### src/rtl/cbd_pkg.sv
// cbd_pkg: shared constants, types and helpers for the CBD sampling path
package cbd_pkg;
  localparam int N = 256;
  localparam int WORD_BYTES = 8;
  typedef enum logic [1:0] {IDLE, FILL, FULL} collector_state_t;
  typedef logic [7:0] byte_t;
  function automatic int nbytes(input int eta);
    return 64 * eta;
  endfunction
endpackage

### src/rtl/cbd_prf_collector.sv
// cbd_prf_collector: unpacks SHAKE256 squeeze words little-endian into the CBD PRF byte buffer
module cbd_prf_collector
  import cbd_pkg::*;
#(
  parameter int ETA = 2,
  parameter int WORD_W = 64,
  localparam int NBYTES = nbytes(ETA)
) (
  input  logic              clk,
  input  logic              reset,
  input  logic              start,
  input  logic [WORD_W-1:0] word_in,
  input  logic              word_valid,
  output logic              word_ready,
  output byte_t             byte_array [NBYTES],
  output logic [7:0]        len,
  output logic              buf_valid,
  input  logic              buf_ack,
  output logic              cbd_enable,
  output logic              busy
);
  localparam int NWORDS = NBYTES / WORD_BYTES;
  localparam int CW = $clog2(NWORDS) + 1;
  if (WORD_W != 64 || (ETA != 2 && ETA != 3)) begin : g_bad_param
    $error("cbd_prf_collector: ETA must be 2 or 3 and WORD_W must be 64");
  end
  collector_state_t state, state_n;
  logic [CW-1:0] cnt, cnt_n;
  logic take;
  byte_t lane [WORD_BYTES];
  for (genvar k = 0; k < WORD_BYTES; k++) begin : g_lane
    assign lane[k] = word_in[8*k +: 8];
  end
  assign len = 8'(NBYTES);
  always_comb begin
    state_n = state;
    cnt_n = cnt;
    word_ready = state == FILL;
    busy = state == FILL;
    buf_valid = state == FULL;
    cbd_enable = state == FULL;
    take = word_ready && word_valid && !start;
    if (state == IDLE && start) begin
      state_n = FILL;
      cnt_n = '0;
    end else if (state == FILL && start) begin
      cnt_n = '0;
    end else if (take) begin
      state_n = cnt == CW'(NWORDS - 1) ? FULL : FILL;
      cnt_n = cnt == CW'(NWORDS - 1) ? '0 : cnt + 1'b1;
    end else if (state == FULL && buf_ack) begin
      state_n = start ? FILL : IDLE;
      cnt_n = '0;
    end
  end
  always_ff @(posedge clk) begin
    if (!reset) begin
      state <= IDLE;
      cnt <= '0;
      for (int i = 0; i < NBYTES; i++) byte_array[i] <= '0;
    end else begin
      state <= state_n;
      cnt <= cnt_n;
      for (int w = 0; w < NWORDS; w++)
        for (int b = 0; b < WORD_BYTES; b++)
          if (take && cnt == CW'(w)) byte_array[w*WORD_BYTES+b] <= lane[b];
    end
  end
endmodule

### config.mk
export PLATFORM = sky130hd
export DESIGN_NAME = cbd_prf_collector
export DESIGN_NICKNAME = d
export VERILOG_FILES = /design/src/rtl/cbd_pkg.sv /design/src/rtl/cbd_prf_collector.sv
export SDC_FILE = /design/constraint.sdc
export NUM_CORES = 2
export LEC_CHECK = 0
export BUFFER_PORTS_ARGS = -buffer_cell sky130_fd_sc_hd__buf_2
export CAP_MARGIN = 30
export CORE_AREA = 2 2 433 435
export CTS_CLUSTER_DIAMETER = 60
export CTS_CLUSTER_SIZE = 24
export DETAILED_ROUTE_END_ITERATION = 16
export DIE_AREA = 0 0 435 437
export GPL_TIMING_DRIVEN = 0
export SYNTH_ARGS = -nofsm -noshare
export SYNTH_HDL_FRONTEND = slang
export SYNTH_SLANG_ARGS = --single-unit
### constraint.sdc
create_clock -name clk -period 3 [get_ports clk]
set_clock_uncertainty 0.1 [all_clocks]
set_input_delay 0.3 -clock clk [delete_from_list [all_inputs] [get_ports clk]]
set_output_delay 0.3 -clock clk [all_outputs]
set_load 0.05 [all_outputs]
; Word-level counts from Yosys, hierarchy flattened
; Index checks and enable logic that the tools add are counted.
; W data, S select, Z words.
[word_totals]
ff_bits = 1031
out_inout_bits = 1036
elab_cells = 191
[op_classes]
n_mux = 9
bitwise = 2
eq_ne = 18
add_sub_neg = 1
n_reduce_logical = 30
[op_table]
columns = operator, n
row1 = $eq A5 B4 Y1 const B, 8
row2 = $logic_and A1 B1 Y1, 21
row3 = $eq A5 B3 Y1 const B, 4
row4 = $mux W5, 3
row5 = $eq A5 B2 Y1 const B, 2
row6 = $mux W2, 3
row7 = $add A5 B1 Y5 const B, 1
row8 = $eq A5 B1 Y1 const B, 1
row9 = $logic_not A5 Y1, 1
row10 = $reduce_and A2 Y1, 2
row11 = $mux W1, 3
row12 = $reduce_bool A3 Y1, 1
row13 = $reduce_or A3 Y1, 1
row14 = $eq A2 B1 Y1 const B, 1
row15 = $eq A2 B2 Y1 const B, 1
row16 = $logic_not A2 Y1, 1
row17 = $ne A2 B2 Y1 const B, 1
row18 = $not A1 Y1, 2
row19 = $reduce_bool A2 Y1, 1
row20 = $reduce_or A2 Y1, 1
row21 = $logic_not A1 Y1, 1

; Longest topological paths before layout
[logic_depth]
word_depth = 6
mapped_depth = 7
depth_no_buf = 5

; Worst setup path after synthesis
; Ideal clock, no wire load.
[synth_path]
kind = register -> register
start = reg state[0]
end = reg byte_array[834] (netlist name)
t_required_ps = 2768
path_slack_ps = 985
path_stages_with_launch = 7
path_buffers = 3
arrival_time_ps = 1782
setup_time_ps = 132
synth_period_minus_slack_ps = 2015
path_cell_list = dfxtp_1 > or3b_1 > buf_2 > or4_4 > buf_8 > buf_12 > mux2i_1
[synth_between]
elab_chain_len = 4
[synth_rtl]
columns = element, line
row1 = "start, declared", cbd_prf_collector.sv:27  ; collector_state_t state, state_n;
row2 = "start signal, assigned", cbd_prf_collector.sv:62  ; state <= state_n;
row3 = $eq A2 B1 Y1, cbd_prf_collector.sv:38  ; word_ready = state == FILL;
row4 = $logic_and A1 B1 Y1 (2 in series), cbd_prf_collector.sv:42  ; take = word_ready && word_valid && !start;
row5 = $logic_and A1 B1 Y1, cbd_prf_collector.sv:66  ; if (take && cnt == CW'(w)) byte_array[w*WORD_BYTES+b] <= lane[b];
row6 = "end signal, assigned by index", cbd_prf_collector.sv:66
row7 = "end, declared", cbd_prf_collector.sv:15  ; output byte_t byte_array [NBYTES],
; Every way passes these cells.
; A chain may end at the register's enable or synchronous reset.

; Worst setup path after layout
[layout_path]
start = reg cnt[0]
end = reg byte_array[21] (netlist name)
[layout_between]
elab_chain_len = 2
[layout_rtl]
columns = element, line
row1 = "start, declared", cbd_prf_collector.sv:28  ; logic [CW-1:0] cnt, cnt_n;
row2 = "start signal, assigned", cbd_prf_collector.sv:63  ; cnt <= cnt_n;
row3 = $eq A5 B4 Y1, cbd_prf_collector.sv:66
row4 = $logic_and A1 B1 Y1, cbd_prf_collector.sv:66
; Every way passes these cells.

==> flow_summary.ini <==
[timing]
fmax_mhz = 345
tightest_slew_ns = 1.07
timing.final.max_slew_violations = 0
holdWs_ns = 0.293
setup_viol = 0
hold_viol_final = 0
finalCritPeriodShare = 0.966
fin_tns_setup_ns = 0
slew_headroom = 0.286
fin_crit_ns = 2.90
grt_setup_unrepaired = no

[floorplanning]
dieArea_um2 = 190000
fp.dieH_um = 437
fp.coreArea_um2 = 185000
initial_utilization = 0.201
pin_count = 1105
die_w_um = 435
rows = 158

[clocking]
tritoncts = done
clk_latency_ns = 0.74
clock_sink_count = 1031
htreeDepth = 3
cts_inserted_buffers = 87
clk_pin_slew_ns = 0.08
cts_buffer_depth = 3
root_buffer = clkbuf_16
post_cts_buffers = 0

[min_path]
min_from = word_in[50]
holdCritPathClass = input pin to flop

[synthesis]
synth_xor_area_frac = 0
yosysMostFrequentCell = dfxtp_1
synth_mux_area_frac = 0.258
synth_edf_count = 0
syn-instance-count = 3611
async_flop_share = 0
synth_cell_types = 37
ys.flop_type = dfxtp_1
synth_compound_area_frac = 0.0230
synth_top_family_by_area = multiplexers
synth_fa_ha_area_frac = 0.00135
synth_top_cell_area_share = 0.555
synth_area_leaders = dfxtp_1 55%, mux2i_1 26%, nand2_1 10%
synth_seq_cells = 1031
syn_area_per_cell_um2 = 10.3
synthTopCellsByCount = 1,031 x dfxtp_1, 1,027 x nand2_1, 960 x mux2i_1
synth-simple-area-share = 0.120
synth_area_um2 = 37200
yosysSeqAreaShare = 0.555
ys.warnings.count = 0
synth_area_leader_cell = dfxtp_1

[worst_setup_path]
crit_type = flop to flop
crit_path_end_kind = flop
crit_path_start_kind = flop
crit_path_start = cnt[0]
arrival_ns = 3.47
crit_fanout = 10
cp_data_required_time_ns = 3.57
reg2reg_from = cnt[0]

[run_status]
status = completed

[power]
pwr-share-seq = 0.479
switching_power_mw = 7.95
p_int_mw = 20.7
power_density_nw_per_um2 = 561
p_total_mw = 28.6
pwr-share-comb = 0.058
ir_worst_vdd_v = 0.000411
leakage_nw = 25.6
switching_share = 0.278
pwr-share-clk = 0.463

[place]
hpwl_um = 170000
dpl_cell_area_um2 = 46900
gp_congestion = 0.916
numPortBuffers = 1095

[global_routing]
gr-total-overflow = 0
grt_pass1_wl_um = 280000
grt_pass1_vias = 31900
grt_start_max_net_pins = 25
antenna_found_initial = 28
grt.total_usage = 0.214

[cells_and_area]
final_area_um2 = 51000
area_growth_pct = 37.2
layout-drive-gt1-share = 0.286
num-nets-final = 5008

[detailed_routing]
first_pass_iters = 6
ant_nets = 0
finalWirelength_um = 212000
vias = 33000
viasPerCell = 4.40
drt-initial-drc-count = 2770
drcViolationCount = 0
wl_per_cell_um = 28.3

[flow_run]
drv_cap = 0
## cell type report
type,instances,area (um^2)
fillers,19700,134000
flip-flops and latches,1031,20600
multi-input cells,2245,15000
repair buffers,1229,7320
well taps,2480,3100
clock buffers,87,2180
plain buffers,334,1560
clock inverters,73,1130
diodes,14,35.0
inverters,7,26.3
## cells by family (layout without fill, tap and decap cells)
logic type	count (synthesis)	in the layout
fa+ha+maj	4	4
simple gates	1135	1135
other cells	2	22
buf+inv	341	1730
mux	960	960
compound gates	138	138
flops	1031	1031
## metrics by stage
step	util	instances	worst slack (ns)
2_1_floorplan	-	3617	0.985
3_3_place_gp	0.248	7192	-1.74
3_5_place_dp	0.254	7254	-0.242
4_1_cts	0.275	7482	0.0210
5_1_grt	0.275	7486	0.0476
6_report	0.276	7500	0.101
## layer usage
metal / global-route usage / vias up / wire length (um)
met5: 0 / - / 50
met4: 0.0873 / 8 / 9840
met3: 0.0548 / 388 / 15500
met2: 0.374 / 1542 / 104000
met1: 0.248 / 16400 / 82500
li1: - / 14600 / -
## power groups by stage
stage / Clock [mW] / Sequential [mW] / Combinational [mW]
5_1_grt: 13.9 / 13.7 / 1.72
6_report: 13.3 / 13.7 / 1.66
3_5_place_dp: 0 / 14.0 / 1.60
4_1_cts: 13.4 / 13.7 / 1.70
3_3_place_gp: 0 / 14.0 / 1.46
2_1_floorplan: 0 / 14.1 / 0.493
## worst max-delay path, cell delays in order, from the launching register on
cell,delay [ns]
dfxtp_1,0.42
ha_1,0.32
and4b_1,0.29
clkbuf_2,0.39
buf_1,0.59
nand3_1,0.45
a21boi_0,0.25
## cells in the final DEF (no fill, tap or decap), types with 2 or more instances in the layout
cell           netlist  routed
a21boi_0            60      60
a21boi_1             4       4
a21oi_1              5       5
buf_1               30      29
buf_12               6      11
buf_16               0      13
buf_2               54    1149
buf_4               28      28
buf_6                0       5
buf_8                1      44
bufinv_16            0       9
clkbuf_1           215     194
clkbuf_16            0      87
clkbuf_2             0      22
clkinv_2             0       3
clkinv_4             0       4
clkinv_8             0      15
clkinvlp_4           0       4
conb_1               2       8
dfxtp_1           1031    1031
diode_2              0      14
dlygate4sd3_1        0      68
ha_1                 4       4
inv_1                7       7
inv_12               0       8
inv_16               0       9
inv_6                0      11
inv_8                0       9
mux2i_1            960     960
nand2_1           1027    1027
nand2b_1             3       3
nand3_1             80      80
nand3b_1             2       2
nor3_1               2       2
nor4_1               3       3
nor4b_1              2       2
nor4bb_1             3       3
o21ai_0             67      67
or3_1                2       2
## registers in the layout, summed over array words and instances, names as in the netlist
| signal | count |
|---|---|
| byte_array | 1024 |
| state | 2 |
| cnt | 5 |
## final timing paths
check             slack (ns)  cells after the start              end
setup / recovery        0.10                      6   byte_array[21]
hold / removal          0.29                      4   byte_array[10]
setup reg to reg        0.10                      6   byte_array[21]
hold reg to reg         0.36                      2  byte_array[113]
## timing repair
action / CTS / global route
gates resized for setup: 0 / 3
setup endpoints to repair: 0 / 11
hold buffers: 68 / 0
endpoints found under the hold margin: 172 / 0
Note: power is estimated with default switching activity, not from simulation.
